--- config.mk ---
export PLATFORM = sky130hd
export DESIGN_NAME = svm_deadtime
export DESIGN_NICKNAME = d
export VERILOG_FILES = /design/src/rtl/svm_dt_pkg.sv /design/src/rtl/svm_dt_phase.sv /design/src/rtl/svm_deadtime.sv
export SDC_FILE = /design/constraint.sdc
export NUM_CORES = 1
export LEC_CHECK = 0
export CAP_MARGIN = 20
export CORE_MARGIN = 2
export CORE_UTILIZATION = 40
export DETAILED_ROUTE_END_ITERATION = 8
export PLACE_DENSITY = 0.66
export SETUP_SLACK_MARGIN = 0.3
export SLEW_MARGIN = 20
export SYNTH_ARGS = -nofsm -noshare
export SYNTH_HDL_FRONTEND = slang
export SYNTH_SLANG_ARGS = --single-unit
--- constraint.sdc ---
create_clock -name clk -period 2.7 [get_ports clk]
set_input_delay 0.54 -clock clk [delete_from_list [all_inputs] [get_ports clk]]
set_output_delay 0.54 -clock clk [all_outputs]
set_load 0.02 [all_outputs]
--- src/rtl/svm_dt_pkg.sv ---
// svm_dt_pkg: shared phase-state encoding and constants for the dead-time stage.
package svm_dt_pkg;
   typedef enum logic [2:0] {DT_OFF, DT_LO, DT_RISE, DT_HI, DT_FALL} dt_state_t;
   localparam int DT_MIN = 1;
endpackage

--- src/rtl/svm_dt_phase.sv ---
// svm_dt_phase: one phase leg, complementary gates with a dead band on every transition.
module svm_dt_phase
   import svm_dt_pkg::*;
#(
   parameter int DT_WIDTH = 8
) (
   input  logic                clk,
   input  logic                rstb,
   input  logic                pwm_i,
   input  logic [DT_WIDTH-1:0] dt_i,
   input  logic                force_off_i,
   input  logic                start_i,
   output logic                hi_o,
   output logic                lo_o,
   output logic                on_d_o
);
   dt_state_t state_q, state_d;
   logic [DT_WIDTH-1:0] cnt_q, cnt_d;
   logic done;
   assign done = cnt_q == DT_WIDTH'(1);
   assign on_d_o = state_d != DT_OFF;
   always_comb begin
      state_d = state_q;
      cnt_d = cnt_q;
      if (force_off_i) state_d = DT_OFF;
      else case (state_q)
         DT_OFF:  if (start_i) begin state_d = DT_FALL; cnt_d = dt_i; end
         DT_LO:   if (pwm_i) begin state_d = DT_RISE; cnt_d = dt_i; end
         DT_RISE: if (!pwm_i) state_d = DT_LO;
                  else if (done) state_d = DT_HI;
                  else cnt_d = cnt_q - DT_WIDTH'(1);
         DT_HI:   if (!pwm_i) begin state_d = DT_FALL; cnt_d = dt_i; end
         DT_FALL: if (pwm_i) state_d = DT_HI;
                  else if (done) state_d = DT_LO;
                  else cnt_d = cnt_q - DT_WIDTH'(1);
         default: state_d = DT_OFF;
      endcase
   end
   // Gates come straight from flops so the pins never see decode glitches.
   always_ff @(posedge clk or negedge rstb)
      if (!rstb) begin
         state_q <= DT_OFF;
         cnt_q <= '0;
         hi_o <= 1'b0;
         lo_o <= 1'b0;
      end else begin
         state_q <= state_d;
         cnt_q <= cnt_d;
         hi_o <= state_d == DT_HI;
         lo_o <= state_d == DT_LO;
      end
endmodule

--- src/rtl/svm_deadtime.sv ---
// svm_deadtime: three-phase gate drive with dead time, fault latch and enable gating.
module svm_deadtime
   import svm_dt_pkg::*;
#(
   parameter int DT_WIDTH = 8
) (
   input  logic                clk,
   input  logic                rstb,
   input  logic                pwmA,
   input  logic                pwmB,
   input  logic                pwmC,
   input  logic                halt,
   input  logic [DT_WIDTH-1:0] dead_time,
   input  logic                enable,
   input  logic                fault,
   input  logic                fault_clr,
   output logic                gA_hi,
   output logic                gA_lo,
   output logic                gB_hi,
   output logic                gB_lo,
   output logic                gC_hi,
   output logic                gC_lo,
   output logic                fault_latched,
   output logic                active
);
   logic [2:0] pwm_q, hi, lo, on_d;
   logic halt_q, fault_latched_q, fault_latched_d, active_q, force_off, start;
   logic [DT_WIDTH-1:0] dt_q, dt_d;
   assign force_off = fault | ~enable;
   assign start = enable & ~fault_latched_q & halt_q;
   // New dead time only lands on a carrier boundary; running bands keep their count.
   assign dt_d = halt_q ? (dead_time < DT_WIDTH'(DT_MIN) ? DT_WIDTH'(DT_MIN) : dead_time) : dt_q;
   assign fault_latched_d = fault | (fault_latched_q & ~fault_clr);
   always_ff @(posedge clk or negedge rstb)
      if (!rstb) begin
         pwm_q <= '0;
         halt_q <= 1'b0;
         dt_q <= '1;
         fault_latched_q <= 1'b0;
         active_q <= 1'b0;
      end else begin
         pwm_q <= {pwmC, pwmB, pwmA};
         halt_q <= halt;
         dt_q <= dt_d;
         fault_latched_q <= fault_latched_d;
         active_q <= |on_d;
      end
   for (genvar g = 0; g < 3; g++) begin : g_ph
      svm_dt_phase #(.DT_WIDTH(DT_WIDTH)) u_ph (
         .clk(clk), .rstb(rstb), .pwm_i(pwm_q[g]), .dt_i(dt_q),
         .force_off_i(force_off), .start_i(start),
         .hi_o(hi[g]), .lo_o(lo[g]), .on_d_o(on_d[g])
      );
   end
   assign {gC_hi, gB_hi, gA_hi} = hi;
   assign {gC_lo, gB_lo, gA_lo} = lo;
   assign fault_latched = fault_latched_q;
   assign active = active_q;
endmodule

==> results.cfg <==
[route]
number_of_antenna_violating_nets_in_the_routed_design = 0
drt-pass1-iter-count = 4
detail_route.wirelength_um = 6660
dr_total_vias = 2429
drt-initial-drc-count = 171
route.detailed.vias_per_inst = 5.68
routed_wire_length_per_instance_um = 15.6
detail_route.drc_violations = 0

[sta]
setup-tns-final_ns = 0
setup_repair_after_global_routing_missed_its_margin = false
worst_tran_pin_value_ns = 0.782
finalClockSkew_ns = 0.00740
period_minus_slack_ns = 2.24
drv_slew = 0
setup_slack_ns = 0.462
hold_viol_final = 0
maxSlewHeadroom_pct = 47.9
maximum_clock_rate_mhz = 447
post_route_fraction_of_the_period_consumed_by_the_critical_path_pct = 82.9
final-setup-viol-count = 0

[setup_path]
ff2ff_path_depth = 7
cp.arrival_ns = 2.46
critical_path.max_fanout = 11
setup_crit_path_kind = register to register
crit_path_end_kind = register
timing.critical_path.required_ns = 2.92
crit_path_start_kind = register

[clocking]
cts-root-buf = sky130_fd_sc_hd__clkbuf_8
h-tree-depth = 2
cts_tree = done
worstSkewPairLatency_ns = 0.30
post_cts_buffers = 0
clock_tree_buffer_depth = 2
post_cts_resize_count = 0
clk_pin_slew_ns = 0.10
number_of_cts_inserted_buffers = 5
numClockSinks = 53
post_cts_hold_buffer_count = 0

[yosys]
syn-num-nets = 329
postSynth.topFlopCell = sky130_fd_sc_hd__dfrtp_1
synthTopCellsByCount = sky130_fd_sc_hd__dfrtp_1, sky130_fd_sc_hd__nor2_1, sky130_fd_sc_hd__nor3_1
synth_edf_count = 0
synth_cell_type_count = 69
synth_sequential_area_ratio_pct = 44.4
post-synth-top-count-cell = sky130_fd_sc_hd__dfrtp_1
synth_top_area_share_pct = 37.4
post_synth_inst_count = 306
synth.cell_area_mm2 = 0.00301
yosysWarnings = 0
synthDominantAreaCellType = sky130_fd_sc_hd__dfrtp_1
synth_area_leaders = sky130_fd_sc_hd__dfrtp_1, sky130_fd_sc_hd__dfstp_2, sky130_fd_sc_hd__nor2_1
syn-mean-instance-area_um2 = 9.83
ys_ff_latch = 53
async_reset_ff_share_pct = 100

[pwr]
internal_power_mw = 1.53
p_seq_share_pct = 51.4
p_total_mw = 2.18
total_switching_power_uw = 647
power_density_mw_per_mm2 = 626
power.share.combinational_pct = 19.4
p_leak_nw = 1.39
max-vdd-ir-drop_v = 0.000337
p_sw_share_pct = 29.7
p_clk_share_pct = 29.2

[floorplan]
fp.dieArea_mm2 = 0.00823
floorplan.core_area_mm2 = 0.00725
die_h_um = 90.7
boundaryPins = 25
die_w_um = 90.7
start_util_pct = 41.5
row_count = 31

[place]
place.port_buffers = 24
place.gp.congestion = 0.850
placed_cells_incl_taps = 420
dp_hpwl_um = 4950
dpl_worst_slack_ns = 0.241

[cells_and_area]
final_cell_count_no_fill = 428
fill_cell_total_of_the_finished_layout = 704
finalNetCount = 351
final_core_density_pct = 48.0
insertedDiodeCount = 0
flow.area_growth_from_synthesis_pct = 15.7
layout-drive-gt1-share_pct = 14.3

[global_route]
grt_first_pass_wirelength_um = 11500
grt_use_total_pct = 17.1
globalRouteOverflowTotal = 0
grt_antenna_before_repair = 0
via_count_of_the_first_global_routing_pass = 2336
grt_max_degree = 22

[run_status]
outcome = complete, no violations

[job]
cap_viol_max_count = 0

[hold_path]
hold_path.class = primary input to async pin
==> stage by stage <==
step	instance area [um2]	hold WS, ns
after floorplan	3010	0.244
final	3480	0.173
after detailed placement	3330	0.488
after CTS	3460	0.181
after global routing	3480	0.192
after global placement	3330	0.476
==> power by group through the flow <==
stage	registers, mW	logic [mW]	clock network [mW]
after detailed placement	1.13	0.425	0
after CTS	1.12	0.426	0.654
after global placement	1.13	0.415	0
after global routing	1.14	0.483	0.679
final	1.12	0.422	0.635
after floorplan	1.07	0.319	0
==> layout by cell type, fill, tap and decap left out, types with 3 or more instances in the layout <==
cell	n
sky130_fd_sc_hd__nor3b_1	7
sky130_fd_sc_hd__mux2_2	8
sky130_fd_sc_hd__nor4_1	4
sky130_fd_sc_hd__clkdlybuf4s50_1	23
sky130_fd_sc_hd__nand2b_1	6
sky130_fd_sc_hd__inv_1	10
sky130_fd_sc_hd__a22oi_1	3
sky130_fd_sc_hd__nor2_1	28
sky130_fd_sc_hd__o21ai_0	13
sky130_fd_sc_hd__a21o_1	4
sky130_fd_sc_hd__clkbuf_8	5
sky130_fd_sc_hd__o2bb2ai_1	7
sky130_fd_sc_hd__o221ai_1	6
sky130_fd_sc_hd__and2_1	4
sky130_fd_sc_hd__nand4_1	4
sky130_fd_sc_hd__dfstp_2	8
sky130_fd_sc_hd__dfrtp_1	45
sky130_fd_sc_hd__a211oi_1	4
sky130_fd_sc_hd__nand2_1	11
sky130_fd_sc_hd__ha_1	6
sky130_fd_sc_hd__o211ai_1	5
sky130_fd_sc_hd__nand3_1	8
sky130_fd_sc_hd__a2bb2oi_1	10
sky130_fd_sc_hd__or3_1	7
sky130_fd_sc_hd__nor3_1	18
sky130_fd_sc_hd__buf_4	6
sky130_fd_sc_hd__a21oi_1	15
==> worst max-delay path: stages (launching register included) <==
cell	delay, ns
sky130_fd_sc_hd__dfrtp_1	0.40
sky130_fd_sc_hd__inv_1	0.09
sky130_fd_sc_hd__ha_1	0.13
sky130_fd_sc_hd__or3b_2	0.46
sky130_fd_sc_hd__o211a_1	0.25
sky130_fd_sc_hd__o311a_4	0.43
sky130_fd_sc_hd__o21a_2	0.23
sky130_fd_sc_hd__o211ai_1	0.16
==> kinds of logic after synthesis <==
group,count (synthesis),share of synthesized area (%)
compound gates,87,21.1
buf+inv,26,4.12
fa+ha+maj,6,2.50
xor+xnor,3,0.874
mux,11,4.08
simple gates,120,22.9
flops,53,44.4
==> per-layer routing <==
layer | vias to the layer above | GRT usage [%] | wire length (um)
li1 | 1195 | - | -
met1 | 1190 | 24.4 | 3120
met2 | 39 | 27.1 | 3180
met3 | 5 | 2.75 | 300
met4 | 0 | 4.62 | 53
met5 | - | 0 | 0
==> final cells by class <==
cell class	instances	area, um2	area share, %
multi-input combinational	227	1560	44.9
sequential	53	1340	38.4
timing repair buffer	30	280	8.05
tap	99	124	3.56
clock buffer	5	68.8	1.98
clock inverter	3	65.1	1.87
inverter	11	41.3	1.19
==> state kept, by name (all words and copies together) (netlist names) <==
register / cells
g_ph.u_ph.state_q: 9
g_ph.u_ph.cnt_q: 24
fault_latched: 1
pwm_q: 3
halt_q: 1
g_ph.u_ph.hi_o: 3
active: 1
dt_q: 8
g_ph.u_ph.lo_o: 3
==> final timing paths <==
| path | endpoint | slack, ns | startpoint |
|---|---|---|---|
| max reg2reg | g_ph[1].u_ph.cnt_q[0] | 0.46 | g_ph[1].u_ph.cnt_q[1] |
| max | g_ph[1].u_ph.cnt_q[0] | 0.46 | g_ph[1].u_ph.cnt_q[1] |
| min | g_ph[0].u_ph.lo_o | 0.17 | rstb |
| min in group clk | fault_latched | 0.51 | fault_latched |
| max in group asynchronous | dt_q[6] | 1.87 | rstb |
| min reg2reg | fault_latched | 0.51 | fault_latched |
Note: power is estimated with default switching activity, not from simulation.
